--- config.mk ---
export PLATFORM = sky130hd
export DESIGN_NAME = reg_alu_seq
export DESIGN_NICKNAME = d
export VERILOG_FILES = /design/src/rtl/reg_alu_seq_pkg.sv /design/src/rtl/reg_alu_seq_rptcnt.sv /design/src/rtl/reg_alu_seq.sv
export SDC_FILE = /design/constraint.sdc
export NUM_CORES = 1
export LEC_CHECK = 0
export ABC_CLOCK_PERIOD_IN_PS = 3350
export BUFFER_PORTS_ARGS = -buffer_cell sky130_fd_sc_hd__buf_2
export CORE_AREA = 2 2 58 74
export DETAILED_ROUTE_END_ITERATION = 7
export DIE_AREA = 0 0 60 76
export GPL_TIMING_DRIVEN = 0
export PLACE_DENSITY = 0.7
export SLEW_MARGIN = 10
export SYNTH_ARGS = -nofsm -noshare
export SYNTH_HDL_FRONTEND = slang
export SYNTH_SLANG_ARGS = --single-unit
--- constraint.sdc ---
create_clock -name clk -period 3.35 [get_ports clk]
set_input_delay 0.5025 -clock clk [delete_from_list [all_inputs] [get_ports clk]]
set_output_delay 0.5025 -clock clk [all_outputs]
set_load 0.02 [all_outputs]
--- src/rtl/reg_alu_seq_pkg.sv ---
// -----------------------------------------------------------------------------
// reg_alu_seq_pkg
// Shared definitions for the reg_alu command sequencer:
//   - FSM state encodings (kept as plain localparam constants so that existing
//     Verilog-2001 code that compares against the raw codes keeps working)
//   - command kind codes
//   - ALU opcode names for the reg_alu datapath
//   - the packed record of latched command fields
//   - a helper that maps an accepted command kind to its first state
// Optional feature macro used by the top module: REG_ALU_SEQ_PERF_EN.
// -----------------------------------------------------------------------------
package reg_alu_seq_pkg;

    // FSM state encodings
    localparam logic [2:0] ST_IDLE = 3'd0;
    localparam logic [2:0] ST_EXEC = 3'd1;
    localparam logic [2:0] ST_WB   = 3'd2;
    localparam logic [2:0] ST_LDI  = 3'd3;
    localparam logic [2:0] ST_DONE = 3'd4;

    // Command kind codes (2'b11 is reserved and handled like a NOP)
    localparam logic [1:0] KIND_ALU = 2'b00;
    localparam logic [1:0] KIND_LDI = 2'b01;
    localparam logic [1:0] KIND_NOP = 2'b10;
    localparam logic [1:0] KIND_RSV = 2'b11;

    // ALU opcodes understood by the reg_alu datapath
    localparam logic [1:0] ALU_ADD = 2'b00;
    localparam logic [1:0] ALU_SUB = 2'b01;
    localparam logic [1:0] ALU_AND = 2'b10;
    localparam logic [1:0] ALU_OR  = 2'b11;

    // Command fields captured on the accept edge (immediate kept separately
    // because its width follows DATA_W)
    typedef struct packed {
        logic [1:0] op;
        logic [2:0] dst;
        logic [2:0] src_a;
        logic [2:0] src_b;
    } cmd_fields_t;

    // First state entered after a command of the given kind is accepted.
    function automatic logic [2:0] kind_to_state(input logic [1:0] kind);
        case (kind)
            KIND_ALU: return ST_EXEC;
            KIND_LDI: return ST_LDI;
            default:  return ST_DONE;   // NOP and reserved
        endcase
    endfunction

endpackage

--- src/rtl/reg_alu_seq_rptcnt.sv ---
// -----------------------------------------------------------------------------
// reg_alu_seq_rptcnt
// Loadable RPT_W-bit down-counter used as the ALU repeat counter.
// The counter never wraps by decrementing: a decrement request at zero is
// ignored, so the only way to get a new count is a reload.
//
// Ports:
//   clk         in   system clock
//   reset       in   synchronous active-low reset (count -> 0)
//   i_load      in   load i_load_val (has priority over i_dec)
//   i_load_val  in   RPT_W value to load
//   i_dec       in   decrement request
//   o_zero      out  count == 0
// -----------------------------------------------------------------------------
module reg_alu_seq_rptcnt #(
    parameter int RPT_W = 4
) (
    input  logic             clk,
    input  logic             reset,
    input  logic             i_load,
    input  logic [RPT_W-1:0] i_load_val,
    input  logic             i_dec,
    output logic             o_zero
);

    logic [RPT_W-1:0] r_count;

    always_ff @(posedge clk) begin
        if (!reset) begin
            r_count <= '0;
        end else if (i_load) begin
            r_count <= i_load_val;
        end else if (i_dec && (r_count != '0)) begin
            r_count <= r_count - 1'b1;
        end
    end

    assign o_zero = (r_count == '0);

endmodule

--- src/rtl/reg_alu_seq.sv ---
// -----------------------------------------------------------------------------
// reg_alu_seq
// Command sequencer for the 8x16 register-file/ALU datapath (reg_alu).
// Accepts one command at a time (valid/ready) and drives the datapath control
// and address ports on a fixed schedule:
//   ALU : EXEC, WB repeated cmd_rpt+1 times, then DONE
//   LDI : LDI, DONE
//   NOP : DONE            (reserved kind 2'b11 behaves like NOP)
// Carry-out of the ALU is captured into carry_flag on every WB edge.
//
// Optional feature (macro REG_ALU_SEQ_PERF_EN): adds 16-bit wrapping counters
// retire_cnt (done pulses) and wr_cnt (cycles with alu_wr high).
//
// Ports:
//   clk, reset            clock, synchronous active-low reset
//   cmd_valid/cmd_ready   command handshake (ready only in IDLE)
//   cmd_kind/op/dst/src_a/src_b/rpt/imm   command fields
//   alu_sel               write-mux select (1 = ALU result, 0 = d_in)
//   alu_wr                register-file write enable (gated by reset)
//   alu_op                ALU opcode
//   rd_addr_a/rd_addr_b   read addresses
//   wr_addr               write address
//   d_in                  immediate data for LDI
//   alu_cout              ALU carry-out
//   carry_flag            last captured carry
//   busy                  state != IDLE
//   done                  one-cycle completion pulse
//   retire_cnt, wr_cnt    performance counters (REG_ALU_SEQ_PERF_EN only)
// -----------------------------------------------------------------------------
module reg_alu_seq
    import reg_alu_seq_pkg::*;
#(
    parameter int DATA_W = 16,
    parameter int RPT_W  = 4
) (
    input  logic              clk,
    input  logic              reset,
    input  logic              cmd_valid,
    output logic              cmd_ready,
    input  logic [1:0]        cmd_kind,
    input  logic [1:0]        cmd_op,
    input  logic [2:0]        cmd_dst,
    input  logic [2:0]        cmd_src_a,
    input  logic [2:0]        cmd_src_b,
    input  logic [RPT_W-1:0]  cmd_rpt,
    input  logic [DATA_W-1:0] cmd_imm,
    output logic              alu_sel,
    output logic              alu_wr,
    output logic [1:0]        alu_op,
    output logic [2:0]        rd_addr_a,
    output logic [2:0]        rd_addr_b,
    output logic [2:0]        wr_addr,
    output logic [DATA_W-1:0] d_in,
    input  logic              alu_cout,
    output logic              carry_flag,
    output logic              busy,
    output logic              done
`ifdef REG_ALU_SEQ_PERF_EN
    ,
    output logic [15:0]       retire_cnt,
    output logic [15:0]       wr_cnt
`endif
);

    logic [2:0]        r_state;
    logic [2:0]        w_state_nxt;
    cmd_fields_t       r_cmd;
    logic [DATA_W-1:0] r_imm;
    logic              r_carry;

    logic              w_accept;
    logic              w_rpt_load;
    logic              w_rpt_dec;
    logic              w_rpt_zero;

    // ---------------------------------------------------------------------
    // Handshake: ready depends on state only, never on cmd_valid.
    // ---------------------------------------------------------------------
    assign cmd_ready = (r_state == ST_IDLE);
    assign w_accept  = cmd_valid && cmd_ready;

    // ---------------------------------------------------------------------
    // Repeat counter
    // ---------------------------------------------------------------------
    assign w_rpt_load = w_accept && (cmd_kind == KIND_ALU);
    assign w_rpt_dec  = (r_state == ST_WB) && !w_rpt_zero;

    reg_alu_seq_rptcnt #(
        .RPT_W (RPT_W)
    ) u_rptcnt (
        .clk        (clk),
        .reset      (reset),
        .i_load     (w_rpt_load),
        .i_load_val (cmd_rpt),
        .i_dec      (w_rpt_dec),
        .o_zero     (w_rpt_zero)
    );

    // ---------------------------------------------------------------------
    // Next-state logic
    // ---------------------------------------------------------------------
    always_comb begin
        w_state_nxt = r_state;
        case (r_state)
            ST_IDLE: begin
                if (w_accept) begin
                    w_state_nxt = kind_to_state(cmd_kind);
                end
            end
            ST_EXEC: w_state_nxt = ST_WB;
            ST_WB:   w_state_nxt = w_rpt_zero ? ST_DONE : ST_EXEC;
            ST_LDI:  w_state_nxt = ST_DONE;
            ST_DONE: w_state_nxt = ST_IDLE;
            default: w_state_nxt = ST_IDLE;
        endcase
    end

    // ---------------------------------------------------------------------
    // State, latched command fields and carry flag
    // ---------------------------------------------------------------------
    always_ff @(posedge clk) begin
        if (!reset) begin
            r_state <= ST_IDLE;
            r_cmd   <= '0;
            r_imm   <= '0;
            r_carry <= 1'b0;
        end else begin
            r_state <= w_state_nxt;
            if (w_accept) begin
                r_cmd.op    <= cmd_op;
                r_cmd.dst   <= cmd_dst;
                r_cmd.src_a <= cmd_src_a;
                r_cmd.src_b <= cmd_src_b;
                r_imm       <= cmd_imm;
            end
            if (r_state == ST_WB) begin
                r_carry <= alu_cout;
            end
        end
    end

    // ---------------------------------------------------------------------
    // Output decode
    // Addresses, opcode and immediate are driven straight from the latched
    // fields: they only matter in EXEC/WB/LDI and otherwise hold their last
    // latched values, which are all zero after reset.
    // ---------------------------------------------------------------------
    assign rd_addr_a  = r_cmd.src_a;
    assign rd_addr_b  = r_cmd.src_b;
    assign wr_addr    = r_cmd.dst;
    assign alu_op     = r_cmd.op;
    assign d_in       = r_imm;

    assign alu_sel    = (r_state == ST_EXEC) || (r_state == ST_WB);
    // Reset gates the write enable directly so an in-flight WB/LDI cannot
    // write in the cycle where reset is asserted.
    assign alu_wr     = reset && ((r_state == ST_WB) || (r_state == ST_LDI));
    assign done       = (r_state == ST_DONE);
    assign busy       = (r_state != ST_IDLE);
    assign carry_flag = r_carry;

`ifdef REG_ALU_SEQ_PERF_EN
    // ---------------------------------------------------------------------
    // Performance counters, both wrap naturally at 16 bits.
    // ---------------------------------------------------------------------
    logic [15:0] r_retire_cnt;
    logic [15:0] r_wr_cnt;

    always_ff @(posedge clk) begin
        if (!reset) begin
            r_retire_cnt <= '0;
            r_wr_cnt     <= '0;
        end else begin
            if (done) begin
                r_retire_cnt <= r_retire_cnt + 16'd1;
            end
            if (alu_wr) begin
                r_wr_cnt <= r_wr_cnt + 16'd1;
            end
        end
    end

    assign retire_cnt = r_retire_cnt;
    assign wr_cnt     = r_wr_cnt;
`endif

endmodule

==> impl_metrics.ini <==
[timing]
post-route-period-util_pct = 55.4
hold_viol = 0
fin_tns_setup_ns = 0
setup_violations = 0
max_slew_margin_pct = 58.8
maxSlewViolCount = 0
worstMarginPinSlew_ns = 0.610
clock.fmax_mhz = 539
fin_crit_ns = 1.86
skew_ns = 0.00399
whs_ns = 0.448
rsz0062_at_grt = false

[route]
drt-initial-drc-count = 59
num_vias = 1372
wire_per_inst_um = 10.5
routed_wl_um = 3210
viasPerCell = 4.51
drtPass1Iterations = 4
drc = 0
ant_nets = 0

[yosys]
synth_compound_area_share_pct = 21.0
yosysMostFrequentCell = nand2_1
syn_nets = 210
synth_top_family_by_area = simple AND/OR/NAND/NOR gates
synth.avg_cell_area_um2 = 8.85
synth_top_area_cell = dfxtp_1
async_flop_share_pct = 0
synthDominantCellAreaShare_pct = 46.1
synth_edf_count = 0
syn_inst = 172
synthesis.area_um2 = 1520
ys_top_cells_by_area = dfxtp_1 46%, nand2_1 14%, a21boi_1 10%, buf_6 4.4%, a21boi_0 3.5%
synth_adder_area_share_pct = 0.822
synth_mux_area_share_pct = 0.658
yosysWarnings = 0
synth_seq_area_share_pct = 46.1
yosys.area_share.simple_pct = 23.7
synth-main-ff-cell = dfxtp_1
synthTopCellsByCount = 55 x nand2_1, 35 x dfxtp_1, 21 x a21boi_1
synth_seq_cells = 35
synth.distinct_cells = 34
synth-xor-area-share_pct = 0.576

[clock_tree]
clock_latency_ns = 0.28
cts_made_buffers = 5
cts_root_buffer = clkbuf_8
postCtsSetupBuffers = 0
htree_levels = 2
clk_pin_slew_worst_paths_ns = 0.07
clock_path_buffers = 2
post_cts_resized = 0
cts_sinks = 35
cts_tree = done
holdBufCountCts = 0

[die]
die_w_um = 60
num_rows = 26
start_util_pct = 38.7
die_y_um = 76
core_um2 = 3940
io_pins = 70
dieArea_um2 = 4560

[placement]
place_inst = 297
port_buffers = 69
gp_congestion = 0.788
hpwl_um = 2410

[critical_path]
ff2ff_path_depth = 6
reg2reg_to = u_rptcnt.r_count[3]
end_kind = output pin
rr_startpoint = u_rptcnt.r_count[0]
path_delay_family = simple AND/OR/NAND/NOR gates
path_cells = buf_6 -> or3_4 -> inv_2 -> buf_2
required_ns = 2.85
r2r_slack_ns = 1.74
critPathMaxStageDelay_ns = 0.39
cp_max_fo = 9
worstPathArrival_ns = 1.35
criticalPathCategory = flop to output pin
cp_slowest_cell = or3_4
crit_path_start_kind = flop
path_buf_inv = 3

[run]
drv_cap = 0

[grt]
grt_max_degree = 11
grt.total_usage_pct = 15.2
grt_pass1_vias = 1250
antenna_found_initial = 0
grt-ovfl-total = 0
grt_pass1_wl_um = 5320

[pwr]
p_clk_share_pct = 30.8
p_switching_w = 0.000284
intPower_w = 0.000700
pwr-share-seq_pct = 47.0
swShare_pct = 28.9
vdd_drop_max_uv = 230
p_comb_share_pct = 22.2
power_density_nw_per_um2 = 486
power.leakage_nw = 0.937

[hold_path]
min_path_cells = 2
holdPathEnd = d_in[9]
holdCritStartpoint = d_in[9]
holdCritPathClass = flop to flop

[finish]
drive_above_1_share_pct = 36.7
layoutNonFillerInstCount = 304
area_delta_synth_final_pct = 33.1
insertedDiodeCount = 0
final_nets = 286

[status]
status = complete, no violations
## cell families (layout without fill, tap and decap cells)
logic type / count (synthesis) / count (layout)
multiplexers: 1 / 1
XOR/XNOR: 1 / 1
adder cells (fa/ha/maj): 1 / 1
buffers and inverters: 17 / 93
AO/OA/AOI/OAI: 42 / 42
flip-flops: 35 / 35
AND/OR/NAND/NOR: 75 / 75
## routing by layer
metal / vias to the layer above / part of all wire (%) / track usage (%)
li1: 723 / - / -
met1: 598 / 44 / 17.1
met5: - / 0 / 0
met3: 6 / 6.2 / 5.60
met2: 45 / 48 / 24.8
met4: 0 / 2.2 / 6.67
## per-stage QoR
stage | power [W] | utilization [%] | cell area [um^2] | worst slack, ns
2_1_floorplan | 0.000619 | - | 1520 | 1.85
3_3_place_gp | 0.000692 | 49.2 | 1940 | 1.74
3_5_place_dp | 0.000694 | 49.2 | 1940 | 1.75
4_1_cts | 0.00100 | 51.4 | 2020 | 1.48
5_1_grt | 0.00104 | 51.4 | 2020 | 1.43
6_report | 0.000984 | 51.4 | 2020 | 1.49
## how the worst max path moves through the flow
stage	end	cells past startpoint	from	slack, ns
after detailed placement	u_rptcnt.r_count[3]	6	u_rptcnt.r_count[0]	1.75
after global routing	cmd_ready	4	r_state[0]	1.43
final	cmd_ready	4	r_state[0]	1.49
after CTS	cmd_ready	4	r_state[0]	1.48
after floorplan	done	2	r_state[2]	1.85
after global placement	u_rptcnt.r_count[0]	6	cmd_valid	1.74
## power by group through the flow
stage	Sequential (W)	Clock [W]	Combinational [W]
after global routing	0.000466	0.000337	0.000242
after CTS	0.000463	0.000314	0.000223
after global placement	0.000472	0	0.000220
after detailed placement	0.000472	0	0.000222
final	0.000463	0.000303	0.000219
after floorplan	0.000502	0	0.000117
## placed cells by master, fill, tap and decap left out, drive strengths merged
cell type	count
o2111a	1
and2	1
o311ai	1
mux2i	1
xnor2	1
nor3b	1
a22oi	1
o21bai	2
a21boi	28
a311oi	1
nand3	4
nor4b	1
nor2	2
or3	2
a21oi	5
o221ai	1
or3b	1
nand2	57
inv	7
nor2b	2
and3	1
buf	76
clkinv	1
o211ai	2
dfxtp	35
clkbuf	9
ha	1
nor3	3
## layout make-up
cell class,count,area [um^2]
fillers,409,1910
clock inverters,1,5.00
clock buffers,6,82.6
plain buffers,10,83.8
flip-flops and latches,35,701
repair buffers,69,345
well taps,56,70.1
inverters,7,26.3
multi-input cells,120,711
## worst register-to-register path: cells and delay by family, from the launching register on
kind / cells / cell delay [ns]
flops: 1 / 0.32
simple gates: 1 / 0.44
fa+ha+maj: 1 / 0.19
buf+inv: 1 / 0.09
compound gates: 3 / 0.48
## sequential cells by signal (all words and copies together) (netlist names)
| register | count |
|---|---|
| rd_addr_a | 3 |
| rd_addr_b | 3 |
| r_state | 3 |
| carry_flag | 1 |
| wr_addr | 3 |
| d_in | 16 |
| u_rptcnt.r_count | 4 |
| alu_op | 2 |
Note: power is estimated with default switching activity, not from simulation.
